[src/rtl/button_mode_ctrl.sv]
// Purpose: synchronize + debounce five push-buttons, emit press pulses, run RUN/SELECT mode FSM.
// Latency: raw edge -> btn_level/btn_pulse after DEBOUNCE_CYCLES+2 edges, FSM outputs one edge later.
// Backpressure: none; inputs are free-running button levels, outputs are registered levels/pulses.
//
// Ports:
//   clk, rst        : system clock, asynchronous active-high reset
//   buttons[4:0]    : raw bouncing inputs ([4] enter, [3] next, [2] prev, [1] cancel, [0] spare)
//   btn_level[4:0]  : debounced levels
//   btn_pulse[4:0]  : one-cycle pulse on each debounced rising edge
//   mode            : committed operating mode
//   pending_mode    : candidate mode while selecting (holds last candidate in RUN)
//   selecting       : FSM is in SELECT
//   mode_changed    : one-cycle pulse on commit
module button_mode_ctrl #(
    parameter int DEBOUNCE_CYCLES = 20,
    parameter int NUM_MODES       = 8,
    localparam int MODE_W         = $clog2(NUM_MODES)
) (
    input  logic              clk,
    input  logic              rst,
    input  logic [4:0]        buttons,
    output logic [4:0]        btn_level,
    output logic [4:0]        btn_pulse,
    output logic [MODE_W-1:0] mode,
    output logic [MODE_W-1:0] pending_mode,
    output logic              selecting,
    output logic              mode_changed
);

    localparam int                CNT_W     = $clog2(DEBOUNCE_CYCLES);
    localparam logic [CNT_W-1:0]  CNT_MAX   = CNT_W'(DEBOUNCE_CYCLES - 1);
    localparam logic [MODE_W-1:0] MODE_LAST = MODE_W'(NUM_MODES - 1);

    localparam logic [0:0] ST_RUN = 1'b0;
    localparam logic [0:0] ST_SEL = 1'b1;

    logic [4:0]        r_sync1;
    logic [4:0]        r_sync2;
    logic [4:0]        r_level;
    logic [4:0]        r_pulse;
    logic [CNT_W-1:0]  r_cnt [5];
    logic [0:0]        r_state;
    logic [MODE_W-1:0] r_mode;
    logic [MODE_W-1:0] r_pending;
    logic              r_changed;
    logic [MODE_W-1:0] w_inc;
    logic [MODE_W-1:0] w_dec;

    // Two-flop synchronizer for the asynchronous pins.
    always_ff @(posedge clk or posedge rst) begin
        if (rst) begin
            r_sync1 <= '0;
            r_sync2 <= '0;
        end else begin
            r_sync1 <= buttons;
            r_sync2 <= r_sync1;
        end
    end

    // Debounce: a differing synchronized level must persist DEBOUNCE_CYCLES
    // consecutive cycles; any return to the accepted level restarts the count.
    // The press pulse is raised on the same edge the level is accepted.
    always_ff @(posedge clk or posedge rst) begin
        if (rst) begin
            r_level <= '0;
            r_pulse <= '0;
            for (int i = 0; i < 5; i++) begin
                r_cnt[i] <= '0;
            end
        end else begin
            for (int i = 0; i < 5; i++) begin
                r_pulse[i] <= 1'b0;
                if (r_sync2[i] == r_level[i]) begin
                    r_cnt[i] <= '0;
                end else if (r_cnt[i] == CNT_MAX) begin
                    r_level[i] <= r_sync2[i];
                    r_pulse[i] <= r_sync2[i];
                    r_cnt[i]   <= '0;
                end else begin
                    r_cnt[i] <= r_cnt[i] + 1'b1;
                end
            end
        end
    end

    assign w_inc = (r_pending == MODE_LAST) ? '0 : r_pending + 1'b1;
    assign w_dec = (r_pending == '0) ? MODE_LAST : r_pending - 1'b1;

    // Mode FSM. In SELECT only one action per cycle:
    // cancel > commit > next > previous.
    always_ff @(posedge clk or posedge rst) begin
        if (rst) begin
            r_state   <= ST_RUN;
            r_mode    <= '0;
            r_pending <= '0;
            r_changed <= 1'b0;
        end else begin
            r_changed <= 1'b0;
            if (r_state == ST_RUN) begin
                if (r_pulse[4]) begin
                    r_state   <= ST_SEL;
                    r_pending <= r_mode;
                end
            end else begin
                if (r_pulse[1]) begin
                    r_state <= ST_RUN;
                end else if (r_pulse[4]) begin
                    // Commit always signals, even when the value is unchanged.
                    r_state   <= ST_RUN;
                    r_mode    <= r_pending;
                    r_changed <= 1'b1;
                end else if (r_pulse[3]) begin
                    r_pending <= w_inc;
                end else if (r_pulse[2]) begin
                    r_pending <= w_dec;
                end
            end
        end
    end

    assign btn_level    = r_level;
    assign btn_pulse    = r_pulse;
    assign mode         = r_mode;
    assign pending_mode = r_pending;
    assign selecting    = (r_state == ST_SEL);
    assign mode_changed = r_changed;

endmodule

[config.mk]
export PLATFORM = sky130hd
export DESIGN_NAME = button_mode_ctrl
export DESIGN_NICKNAME = d
export VERILOG_FILES = /design/src/rtl/button_mode_ctrl.sv
export SDC_FILE = /design/constraint.sdc
export NUM_CORES = 1
export LEC_CHECK = 0
export ABC_CLOCK_PERIOD_IN_PS = 3000
export BUFFER_PORTS_ARGS = -buffer_cell sky130_fd_sc_hd__buf_2
export CAP_MARGIN = 0
export CORE_UTILIZATION = 45
export CTS_BUF_LIST = sky130_fd_sc_hd__clkbuf_4
export CTS_CLUSTER_DIAMETER = 60
export CTS_CLUSTER_SIZE = 12
export DETAILED_ROUTE_END_ITERATION = 8
export SKIP_CTS_REPAIR_TIMING = 1
export SLEW_MARGIN = 25
export SYNTH_ARGS = -nofsm -noshare
export SYNTH_HDL_FRONTEND = slang
export SYNTH_SLANG_ARGS = --single-unit
[constraint.sdc]
create_clock -name clk -period 3 [get_ports clk]
set_input_delay 0.15 -clock clk [delete_from_list [all_inputs] [get_ports clk]]
set_output_delay 0.15 -clock clk [all_outputs]
set_load 0.01 [all_outputs]
==> results.md <==
| Item | Value |
| --- | --- |
| Result of the run | complete, but fails checks |
| Violations in the final reports | DRC |
| Final critical-path share of the clock period | 48.8% |
| Netlist area before placement | 0.00216 mm2 |
| Number of clock sinks | 53 |
| TritonCTS clock tree | yes |
| Max Root-Sink Buffers | 2 |
| Routed via count | 1323 |
| Actual transition at the worst max-transition pin | 0.869 ns |
| CP Launch Type | flop |
| Number of failing hold endpoints at the final stage | 0 |
| Maximum single-stage delay on the critical path | 0.43 ns |
| Latest clock arrival within the worst-skew pair | 0.36 ns |
| Total negative slack | 0 ns |
| Ys flop type | dfrtp_1 |
| Clock-pin slew reported for the worst setup and hold paths after clock tree synthesis | 0.14 ns |
| Final Critical Period | 1.46 ns |
| Type of the tightest min-delay check | flop to flop |
| Setup repair after global routing missed its margin | no |
| Highest fanout seen on the critical path | 5 |
| Leading cell types in the layout, fill and taps excluded | 53 x dfrtp_1, 24 x buf_2, 23 x nor2_1 |
| Distinct cells, synth | 28 |
| Hold Path Origin | r_sync1[0] |
| Cell chosen for the clock root | clkbuf_4 |
| Final HPWL DP | 2330 um |
| Number of standard cells in the layout, taps in and fillers out | 258 |
| Setup CP Type | flop to flop |
| Ordered cell list for the critical path | inv_1, ha_1, ha_1, nor2_1, a21oi_1, a221oi_2 |
| Max-slew violation count | 0 |
| Tot GR Track Use | 14.8% |
| Via density per instance | 5.13 |
| Mean cell area of the mapped netlist | 12.8 um2 |
| Vias in the first global route | 1321 |
| Floorplan die height | 71.3 um |
| Final nets | 222 |
| Final setup violating endpoints | 0 |
| Top Family by Delay on Critical Path | adder cells |
| Number of antenna violations at the first check in global routing | 0 |
| Global-route wire length before repair | 5830 um |
| LEAKAGE | 1.26 nW |
| Share of synthesized cell area in and, or, nand and nor gates | 17.4% |
| Post-placement cell count | 245 |
| Detailed router's first-iteration violation count | 52 |
| Clock Skews | 0.0107 ns |
| Global route overflow | 0 |
| Combinational family with the most area after synthesis | simple AND/OR/NAND/NOR gates |
| Most common cell after layout, fill and taps aside | dfrtp_1 |
| Row cnt | 24 |
| Crit path capture type | flop |
| Floorplan die width | 71.3 um |
| Xor/xnor share of the synthesized area | 8.10% |
| Share of async-settable or async-resettable flops after synthesis | 100% |
| Cell types with the largest area share after synthesis | dfrtp_1 61%, xor2_1 6.1%, ha_1 5.2% |
| Hold slack final | 0.363 ns |
| Fraction of post-synthesis cell area in the top cell type by area | 61.3% |
| Mux contribution to synthesized area | 3.07% |
| Cell area power density | 451 mW/mm2 |
| Seq cells post-synth | 53 |
| Placer congestion estimate | 0.746 |
| Proportion of layout cells with a drive suffix above 1 | 19.4% |
| Maximum level of the CTS H-tree | 2 |
| Most numerous cell on the critical path | ha_1 |
| Mapped Nets | 185 |
| Routed len/inst | 12.6 um |
| Cells after synthesis | 169 |
| Arrival time of data at the critical path endpoint | 1.73 ns |
| Post-Route WL | 3240 um |
| Utilization after layout | 55.1% |
| Compound-Gate Fraction of Synth Area | 4.11% |
| Number of buffers inserted during clock tree synthesis | 5 |
| Synthesis Warnings | 0 |
| Fraction of the yosys area taken by sequential cells | 61.3% |
| Worst IR Drop VDD | 0.328 mV |
| Initial Util | 48.4% |
| Standard cell with the maximum stage delay on the critical path | dfrtp_1 |
| Ant. Diodes | 0 |
| Die area | 0.00509 mm2 |
| Reg-to-reg startpoint | pending_mode[0] |
| P&R area growth vs syn | 13.9% |
| Total I/O pin count | 25 |
| Worst slew margin | 42.0% |
| Placeable Area | 0.00447 mm2 |
| Buffers on Ports | 24 |
| Max frequency | 684 MHz |
| First-pass iteration count of the detailed router | 6 |
| DRC | 2 |
| Crit path buffers/inverters | 1 |
| Arithmetic-cell share of the synthesized area counting full adders, half adders and majority gates | 5.21% |
| CP startpoint | pending_mode[0] |
| Number of nets still failing antenna checks after routing | 0 |
| Max-capacitance violation count | 0 |
| Largest net degree at the start of global routing | 54 |
| EDFF count, synth | 0 |
| Required arrival time at the worst endpoint | 3.27 ns |
| Cell taking the most area after synthesis | dfrtp_1 |
[power by group]
| group | switching, W | internal [W] |
|---|---|---|
| Clock | 0.000200 | 0.0000986 |
| Sequential | 0.0000166 | 0.000737 |
| Combinational | 0.0000310 | 0.0000267 |
| Total | 0.000248 | 0.000863 |
[final cells by class]
class / count / area (um2)
clock inverters: 1 / 8.76
well taps: 52 / 65.1
inverters: 5 / 20.0
fillers: 394 / 2010
clock buffers: 6 / 45.0
repair buffers: 30 / 180
multi-input cells: 111 / 818
flip-flops and latches: 53 / 1330
[logic make-up (layout without fill, tap and decap cells)]
family,after synthesis,after routing
xor gates and xnor gates,20,20
and+or+nand+nor,66,66
DFF,53,53
AOI/OAI and AO/OA,10,10
adders and majority gates,9,9
muxes,6,6
buffers and inverters,5,42
[synth_stat cells (all sizes together), types with 2 or more instances]
| master | instances |
|---|---|
| a221oi | 2 |
| and2 | 4 |
| and3 | 2 |
| dfrtp | 53 |
| ha | 9 |
| inv | 5 |
| mux2 | 5 |
| nand2 | 8 |
| nand2b | 3 |
| nand3 | 10 |
| nand3b | 2 |
| nand4bb | 5 |
| nor2 | 23 |
| nor3b | 6 |
| o21ai | 4 |
| xnor2 | 5 |
| xor2 | 15 |
[registers in the layout, summed over array words and instances (netlist names)]
register / count
r_cnt: 25
btn_level: 5
btn_pulse: 5
r_sync1: 5
r_sync2: 5
mode: 3
pending_mode: 3
mode_changed: 1
selecting: 1
[worst reg2reg max path, cell delays in order, from the launching register on]
cell and delay (ns):
dfrtp_1 0.43, inv_1 0.09, ha_1 0.21, ha_1 0.27, nor2_1 0.11, a21oi_1 0.06
a221oi_2 0.23
[layer usage]
layer	GRT usage, %	share of wire [%]	vias to the layer above
met5	0	0	-
met4	5.33	1.7	0
met3	4.36	4.4	7
met2	24.1	48	25
met1	18.9	46	651
li1	-	-	640
[stage by stage]
step	power (W)	instance area, um2	setup WS, ns
floorplan	0.000804	2160	1.56
global placement	0.000818	2350	1.63
detailed placement	0.000821	2350	1.54
CTS	0.00113	2400	1.51
global route	0.00117	2460	1.42
finish	0.00111	2460	1.54
[path summary, 6_finish.rpt]
kind,end,slack (ns),depth (start not counted)
worst min-delay path,r_sync2[0],0.36,0
worst max register to register,pending_mode[2],1.54,6
worst min register to register,r_sync2[0],0.36,0
min in group asynchronous,r_cnt[12],0.48,3
worst max-delay path,pending_mode[2],1.54,6
max in group asynchronous,selecting,2.01,3
No activity file was read; power rests on OpenSTA's default activity.
